<file path="config.mk">
export PLATFORM = sky130hd
export DESIGN_NAME = dsp_systolic_acc_drain
export DESIGN_NICKNAME = d
export VERILOG_FILES = /design/src/rtl/dsp_systolic_acc_drain.sv
export SDC_FILE = /design/constraint.sdc
export NUM_CORES = 1
export LEC_CHECK = 0
export ABC_CLOCK_PERIOD_IN_PS = 7050
export BUFFER_PORTS_ARGS = -buffer_cell sky130_fd_sc_hd__buf_2
export CORE_ASPECT_RATIO = 1.1
export CORE_MARGIN = 4
export CORE_UTILIZATION = 67
export CTS_CLUSTER_DIAMETER = 80
export DETAILED_ROUTE_END_ITERATION = 10
export HOLD_SLACK_MARGIN = 0.15
export PLACE_DENSITY = 0.86
export REMOVE_ABC_BUFFERS = 1
export SLEW_MARGIN = 5
export SYNTH_ARGS = -nofsm -noshare
export SYNTH_HDL_FRONTEND = slang
export SYNTH_SLANG_ARGS = --single-unit
</file>
<file path="constraint.sdc">
create_clock -name clk -period 7.05 [get_ports clk]
set_input_delay 0.3525 -clock clk [delete_from_list [all_inputs] [get_ports clk]]
set_output_delay 0.3525 -clock clk [all_outputs]
set_load 0.02 [all_outputs]
</file>
<file path="src/rtl/dsp_systolic_acc_drain.sv">
// rtl/dsp_systolic_acc_drain.sv - systolic chain result drain: frame accumulation, result FIFO, issue credit
module dsp_systolic_acc_drain #(
    parameter int DSP_LATENCY    = 6,
    parameter int RESULT_A_WIDTH = 44,
    parameter int ACC_WIDTH      = 48,
    parameter int LEN_WIDTH      = 8,
    parameter int FIFO_DEPTH     = 8
) (
    input  logic                      clk,
    input  logic                      reset,
    input  logic                      in_valid,
    input  logic                      in_last,
    output logic                      in_ready,
    input  logic [RESULT_A_WIDTH-1:0] dsp_result,
    output logic                      out_valid,
    input  logic                      out_ready,
    output logic [ACC_WIDTH-1:0]      out_data,
    output logic [LEN_WIDTH-1:0]      out_count,
    output logic                      out_ovf
);
    localparam int PW = $clog2(FIFO_DEPTH);
    localparam int CW = $clog2(FIFO_DEPTH) + 2;
    localparam logic [CW-1:0]        DEPTH_C = CW'(FIFO_DEPTH);
    localparam logic [LEN_WIDTH-1:0] CNT_MAX = '1;

    // In-flight tracker: one {valid,last} pair per pipeline stage of the DSP chain
    logic [DSP_LATENCY-1:0] sr_v;
    logic [DSP_LATENCY-1:0] sr_last;
    logic                   tap_v;
    logic                   tap_last;
    logic                   issue;
    logic                   ready_en;
    logic [CW-1:0]          pending;
    logic [CW-1:0]          fifo_count;

    // Frame accumulator state
    logic                        in_frame;
    logic signed [ACC_WIDTH-1:0] acc;
    logic signed [ACC_WIDTH-1:0] ext;
    logic signed [ACC_WIDTH-1:0] sum;
    logic signed [ACC_WIDTH-1:0] acc_next;
    logic [LEN_WIDTH-1:0]        cnt;
    logic [LEN_WIDTH-1:0]        cnt_next;
    logic                        ovf;
    logic                        ovf_next;

    // Result FIFO storage
    logic                 push;
    logic                 pop;
    logic [PW-1:0]        wr_ptr;
    logic [PW-1:0]        rd_ptr;
    logic [ACC_WIDTH-1:0] mem_data [FIFO_DEPTH];
    logic [LEN_WIDTH-1:0] mem_cnt  [FIFO_DEPTH];
    logic                 mem_ovf  [FIFO_DEPTH];

    // Credit covers both queued results and frames whose last vector is still in the chain,
    // so a push can never find the FIFO full.
    assign in_ready = ready_en && ((fifo_count + pending) < DEPTH_C);
    assign issue    = in_valid && in_ready;
    assign tap_v    = sr_v[DSP_LATENCY-1];
    assign tap_last = sr_last[DSP_LATENCY-1];
    assign push     = tap_v && tap_last;
    assign pop      = out_valid && out_ready;

    assign out_valid = (fifo_count != '0);
    assign out_data  = mem_data[rd_ptr];
    assign out_count = mem_cnt[rd_ptr];
    assign out_ovf   = mem_ovf[rd_ptr];

    assign ext = ACC_WIDTH'($signed(dsp_result));

    // Next accumulator values for a qualified tap (first vector restarts the frame)
    always_comb begin
        sum      = acc + ext;
        acc_next = ext;
        cnt_next = LEN_WIDTH'(1);
        ovf_next = 1'b0;
        if (in_frame) begin
            acc_next = sum;
            cnt_next = (cnt == CNT_MAX) ? cnt : cnt + LEN_WIDTH'(1);
            ovf_next = ovf | ((acc[ACC_WIDTH-1] == ext[ACC_WIDTH-1]) &&
                              (sum[ACC_WIDTH-1] != acc[ACC_WIDTH-1]));
        end
    end

    // Shift the issue record along with the chain and keep the outstanding-frame credit count
    always_ff @(posedge clk) begin
        if (reset) begin
            sr_v     <= '0;
            sr_last  <= '0;
            pending  <= '0;
            ready_en <= 1'b0;
        end else begin
            ready_en   <= 1'b1;
            sr_v[0]    <= issue;
            sr_last[0] <= issue && in_last;
            for (int i = 1; i < DSP_LATENCY; i++) begin
                sr_v[i]    <= sr_v[i-1];
                sr_last[i] <= sr_last[i-1];
            end
            pending <= pending + CW'(issue && in_last) - CW'(push);
        end
    end

    // Accumulate qualified chain results; unqualified dsp_result is ignored
    always_ff @(posedge clk) begin
        if (reset) begin
            in_frame <= 1'b0;
            acc      <= '0;
            cnt      <= '0;
            ovf      <= 1'b0;
        end else if (tap_v) begin
            acc      <= acc_next;
            cnt      <= cnt_next;
            ovf      <= ovf_next;
            in_frame <= !tap_last;
        end
    end

    // Result FIFO: push the completed frame on its last tap, pop on downstream handshake
    always_ff @(posedge clk) begin
        if (reset) begin
            wr_ptr     <= '0;
            rd_ptr     <= '0;
            fifo_count <= '0;
            for (int i = 0; i < FIFO_DEPTH; i++) begin
                mem_data[i] <= '0;
                mem_cnt[i]  <= '0;
                mem_ovf[i]  <= 1'b0;
            end
        end else begin
            if (push) begin
                mem_data[wr_ptr] <= acc_next;
                mem_cnt[wr_ptr]  <= cnt_next;
                mem_ovf[wr_ptr]  <= ovf_next;
                wr_ptr           <= wr_ptr + PW'(1);
            end
            if (pop) begin
                rd_ptr <= rd_ptr + PW'(1);
            end
            if (push && !pop) begin
                fifo_count <= fifo_count + CW'(1);
            end else if (!push && pop) begin
                fifo_count <= fifo_count - CW'(1);
            end
        end
    end
endmodule

</file>
==> run metrics, run 1 <==
status=complete, no violations; largest net degree at the start of global routing=67; Final Wtd Congestion=0.920; Total Wirelength=71700 µm; WP buf/inv=3; drc violations=0; site row count=76; pre-CTS WS=3290 ps; LEAKAGE=0.0106 µW; min cycle time layout=3930 ps; P&R area growth vs syn=9.91%; DP Area=27400 µm²; post-detail-place hpwl=43000 µm; main flop type after synthesis=edfxtp_1; Worst setup SP type=register; setup_tns=0 ps; YS warnings=0; Largest stage delay, worst path=740 ps; Worst EP required=7260 ps; CTS clk-pin slew, worst paths=60 ps; Sink Count=546; area leader, netlist=edfxtp_1; maximum fanout along the worst path=42; Final Cycle Share=55.7%; root buf cell=clkbuf_16; fin area=29100 µm²; crit-path leading delay family=simple AND/OR/NAND/NOR gates; Via density=6.84; Post-synth EDFFs=456; Clock Latency Late Sink=590 ps; register area=15500 µm²; final worst setup slack=3120 ps; global route overflow=0; Resize count post-CTS=0; crit-path cells=nand2_1, inv_1, and3_1, nand2_2, buf_4, nand2_2, buf_4; worst vdd ir=0.000246 V; layout cells sized above 1=21.3%; clock skew=25.4 ps; Fin Hold WS=238 ps; Post-synth ARST share=0%; most common cell in the synthesized netlist=nor2_1; DIE HEIGHT=217 µm; max_cap viols=0; global-route wire length before repair=110000 µm; Syn Std Cell Area=26500 µm²; sequential share of the synthesized area=58.5%; Yosys reg bits=546; top cell type's share of synthesized area=51.7%; gr usage total=33.6%; routed via count=18434; Post-synth top cells=nor2_1 (534), edfxtp_1 (456), mux4_2 (114); nets=2259; Starting Density=67.8%; CP max stage cell=nand2_2; largest cells by area after synthesis=edfxtp_1 (52%), mux4_2 (9.7%), nor2_1 (7.6%); Final Hold Violating Endpoints=0; f_max=255 MHz; cts bufs inserted=52; area of the multi-input gates=10400 µm²; Worst Tran Pin Value=1270 ps; input/output buffers=107; Mapped Cells=2089; initial antenna violation count=3; final antenna-violating net count=0; Core Area=39100 µm²; 1st-iter DRT viols=2626; Die ar.=42800 µm²; TritonRoute pass-1 iters=8; final setup fails=0; Clock Path Buffers=3; Die X=198 µm; fillcell total=2261; Setup CP Type=reg -> reg; H-tree levels=2; Mean Syn Cell Area=12.7 µm²; Worst Hold Class=in -> reg; vias in the first global route=18907; post-DR wirelength/cell=26.6 µm; # IOs=108; CP Capture Type=register; RSZ-0062 raised after global routing=false; Slew HR=13.8%; cell area power density=267 nW/µm²; CTS tree=yes; crit path DAT=4130 ps; post-synth cell types=86; Slew Limit Fails=0
==> report_power, final <==
group / internal (µW) / switching [µW] / leakage [µW]
logic: 574 / 697 / 0.00432
clock network: 1540 / 1230 / 0.000811
registers: 3600 / 138 / 0.00544
==> through the flow <==
step,util [%],instances,total power (µW)
floorplan,-,1951,4740
global placement,70.1,2593,5020
detailed placement,70.1,2593,5060
CTS,74.5,2695,7770
global route,74.5,2696,8010
finish,74.5,2697,7780
==> layout by cell type, fill, tap and decap left out, types with 6 or more instances in the layout <==
cell type    n
o21ai_1      6
o21ai_0     30
nor2_1     534
o21a_1       6
nand2_1     59
mux2_2      58
mux4_2     114
o22ai_1     12
and2_1       8
a21oi_2      6
buf_4       28
xor2_1      22
clkbuf_1    11
dfxtp_1     85
clkinv_1     7
a21oi_1     80
inv_1       30
nor3_1      22
clkbuf_16   52
mux2i_1     29
nand4_1     19
mux2i_4      8
a211oi_1    40
nand2b_1    11
nand3_1     25
clkinv_2    11
o21bai_1    14
ha_1        62
a21o_1      31
a211oi_2     7
edfxtp_1   456
nand2_2     16
a31oi_1      6
buf_2      106
nor2b_1     27
and3_1      11
xnor2_1     29
==> tightest hold or removal path: cells and delay by family <==
kind,cells,cell delay [ps]
AOI/OAI and AO/OA,2,180
buffers and inverters,2,180
and+or+nand+nor,1,60
==> cell families (layout without fill, tap and decap cells) <==
family	after synthesis	count (layout)	share of synthesized area [%]
AO/OA/AOI/OAI	282	282	7.56
XOR/XNOR	55	55	1.93
adder cells (fa/ha/maj)	65	65	3.16
buffers and inverters	168	267	2.49
flip-flops	546	546	58.5
multiplexers	214	214	14.2
other	0	2	0
AND/OR/NAND/NOR	759	759	12.2
==> repair_timing <==
action	4_1_cts	5_1_grt
setup buffers	0	0
hold buffers	5	0
hold endpoints to repair	8	0
==> per-layer routing <==
layer  wire, µm  up-vias  global-route usage (%)
met5          7        -                       0
met4       3740        2                    14.8
met3       8810      288                    7.79
met2      34700     1395                    54.3
met1      24400     8946                    44.0
li1           -     7803                       -
==> path summary, 6_finish.rpt <==
path                                       startpoint                             to  slack [ps]  cells after the start
worst max-delay path               sr_v[5]$_SDFF_PP0_  mem_data[5][10]$_SDFFCE_PN0P_        3120                      7
worst min-delay path                   dsp_result[41]           acc[41]$_SDFFE_PP0P_         240                      5
worst max register to register     sr_v[5]$_SDFF_PP0_  mem_data[5][10]$_SDFFCE_PN0P_        3120                      7
worst min register to register  sr_last[4]$_SDFF_PP0_          sr_last[5]$_SDFF_PP0_         440                      1
==> area by class of cell <==
cell class              instances  share of cell area [%]
multi-input cells            1375                    35.6
repair buffers                140                    2.79
well taps                     507                    2.18
clock inverters                31                   0.954
clock buffers                  66                    4.75
inverters                      30                   0.387
diodes                          2                  0.0172
flip-flops and latches        546                    53.3
==> flip-flops by register name, indices dropped and copies added, names as in the netlist, 3 cells and up, named ones only <==
signal and count:
sr_v 6, pending 5, fifo_count 5, mem_data 384, cnt 8, rd_ptr 3
mem_ovf 8, mem_cnt 64, acc 48, sr_last 6, wr_ptr 3
Power figures use the tool's default switching activity.
==> inputs of run 2 (changes only) <==
- ABC_CLOCK_PERIOD_IN_PS: 7050 -> 3800
- CORE_UTILIZATION: 67 -> 62
- PLACE_DENSITY: 0.86 -> 0.8
- clock period: 7.05 -> 3.8 ns (I/O delays scaled with it)
==> run metrics, run 2 (same netlist as run 1, synthesis figures left out) <==
Sink Count=546 (unchanged); Final Wtd Congestion=0.904 (was 0.920); TritonRoute pass-1 iters=5 (was 8); CTS clk-pin slew, worst paths=60 ps (about the same); Cell Count, Final, Fillers Out=2791 (was 2697); nets=2293 (was 2259); Total Wirelength=66800 µm (was 71700 µm); combinational power share=16.4% (was 16.3%); LEAKAGE=0.0108 µW (was 0.0106 µW); Core Area=42300 µm² (was 39100 µm²); Final Hold Violating Endpoints=0 (unchanged); 1st-iter DRT viols=1899 (was 2626); net switching power=3700 µW (was 2060 µW); most common cell after layout, fill and taps aside=nor2_1 (unchanged); fin util=70.1% (was 74.5%); post-DR wirelength/cell=23.9 µm (was 26.6 µm); Worst Hold Class=in -> reg (unchanged); FF-to-FF path depth=12 (was 7); cts bufs inserted=52 (unchanged); Die X=205 µm (was 198 µm); root buf cell=clkbuf_16 (unchanged); Worst Tran Pin Value=1100 ps (was 1270 ps); cell area power density=487 nW/µm² (was 267 nW/µm²); initial antenna violation count=2 (was 3); worst vdd ir=0.000416 V (was 0.000246 V); WHS Path Cells=4 (was 5); vias in the first global route=18220 (was 18907); max reg flops=384 (unchanged); CP Capture Type=register (unchanged); Die ar.=46100 µm² (was 42800 µm²); final worst setup slack=263 ps (was 3120 ps); Top reg by flops=mem_data (unchanged); switch share=25.6% (was 26.5%); maximum fanout along the worst path=8 (was 42); Starting Density=62.6% (was 67.8%); routed via count=17833 (was 18434); Post-Place Cells=2668 (was 2593); drc violations=0 (unchanged); input/output buffers=107 (unchanged); clock group share of total power=36.0% (was 35.6%); setup repair bufs after CTS=0 (unchanged); crit path DAT=3820 ps (was 4130 ps); max_cap viols=0 (unchanged); f_max=283 MHz (was 255 MHz); gr usage total=29.0% (was 33.6%); DIE HEIGHT=225 µm (was 217 µm); min cycle time layout=3540 ps (was 3930 ps); CTS tree=yes (unchanged); status=complete, no violations (unchanged); biggest regs=mem_data (384), mem_cnt (64), acc (48) (unchanged); site row count=79 (was 76); global-route wire length before repair=103000 µm (was 110000 µm); Via density=6.39 (was 6.84); clock skew=24.2 ps (was 25.4 ps); Internal Power=10800 µW (was 5710 µW); # IOs=108 (unchanged); global route overflow=0 (unchanged); P&R area growth vs syn=12.0% (was 9.91%); Worst setup SP type=register (unchanged); Worst EP required=4080 ps (was 7260 ps); fillcell total=2918 (was 2261); Setup CP Type=reg -> reg (unchanged); Clock Latency Late Sink=590 ps (about the same); pre-CTS WS=387 ps (was 3290 ps); RSZ-0062 raised after global routing=false (unchanged); Reg power frac=47.6% (was 48.0%); final antenna-violating net count=0 (unchanged); largest net degree at the start of global routing=77 (was 67); Slew Limit Fails=0 (unchanged); most frequent cells in the layout=nor2_1 (534), edfxtp_1 (456), mux4_2 (114) (unchanged); final setup fails=0 (unchanged); Clock Path Buffers=3 (unchanged); H-tree levels=2 (unchanged); Final Cycle Share=93.1% (was 55.7%); Slew HR=25.5% (was 13.8%); post-detail-place hpwl=39100 µm (was 43000 µm); layout cells sized above 1=21.9% (was 21.3%)
run 2: layout make-up:
class	instances	area, µm²	area share (%)
Clock inverter	22	220	0.742
Sequential cell	546	15500	52.3
Clock buffer	75	1500	5.05
Antenna cell	2	5.00	0.0169
Timing Repair Buffer	174	1230	4.13
Tap cell	567	709	2.39
Multi-Input combinational cell	1375	10400	35.0
Inverter	30	113	0.380
run 2: path summary, 6_finish.rpt:
path                       start                            end  slack, ps
max          acc[0]$_SDFFE_PP0P_  mem_data[0][42]$_SDFFCE_PN0P_        260
min               dsp_result[18]  mem_data[5][18]$_SDFFCE_PN0P_        170
max reg2reg  acc[0]$_SDFFE_PP0P_  mem_data[0][42]$_SDFFCE_PN0P_        260
min reg2reg   sr_v[4]$_SDFF_PP0_             sr_v[5]$_SDFF_PP0_        430
run 2: per-layer routing:
layer	GRT usage, %	up-vias	routed length (µm)	part of all wire, %
met1	38.9	8858	24900	37
li1	-	7874	-	-
met2	49.9	937	33700	50
met3	3.60	164	5880	8.8
met5	0	-	0	0
met4	9.53	0	2270	3.4
run 2: through the flow:
| step | area, µm² | TNS, ps | power, µW | hold slack [ps] |
|---|---|---|---|---|
| 6_report | 29700 | 0 | 14500 | 168 |
| 5_1_grt | 29700 | 0 | 14900 | 183 |
| 4_1_cts | 29700 | 0 | 14500 | 155 |
| 3_5_place_dp | 27700 | 0 | 9370 | 424 |
| 3_3_place_gp | 27700 | 0 | 9310 | 416 |
| 2_1_floorplan | 25900 | -1055150 | 8790 | 255 |
run 2: repair_timing:
item	CTS	global route
hold buffers	24	0
resized for setup	0	0
endpoints found under the hold margin	157	0
run 2: worst max-delay path, cell delays in order, from the launching register on:
cell and delay [ps]:
dfxtp_1 330, ha_1 200, inv_1 70, fa_1 400
and2b_1 250, o2111ai_2 170, a21oi_2 300, o21ai_1 200
a211oi_2 410, or2_1 220, a31oi_2 150, xor2_2 360
o22ai_1 160
run 2: power groups by stage:
stage | clock (µW) | sequential [µW] | combinational (µW)
floorplan | 0 | 7100 | 1690
global placement | 0 | 6990 | 2320
finish | 5200 | 6880 | 2380
global route | 5480 | 6900 | 2550
CTS | 5230 | 6880 | 2400
detailed placement | 0 | 7010 | 2360
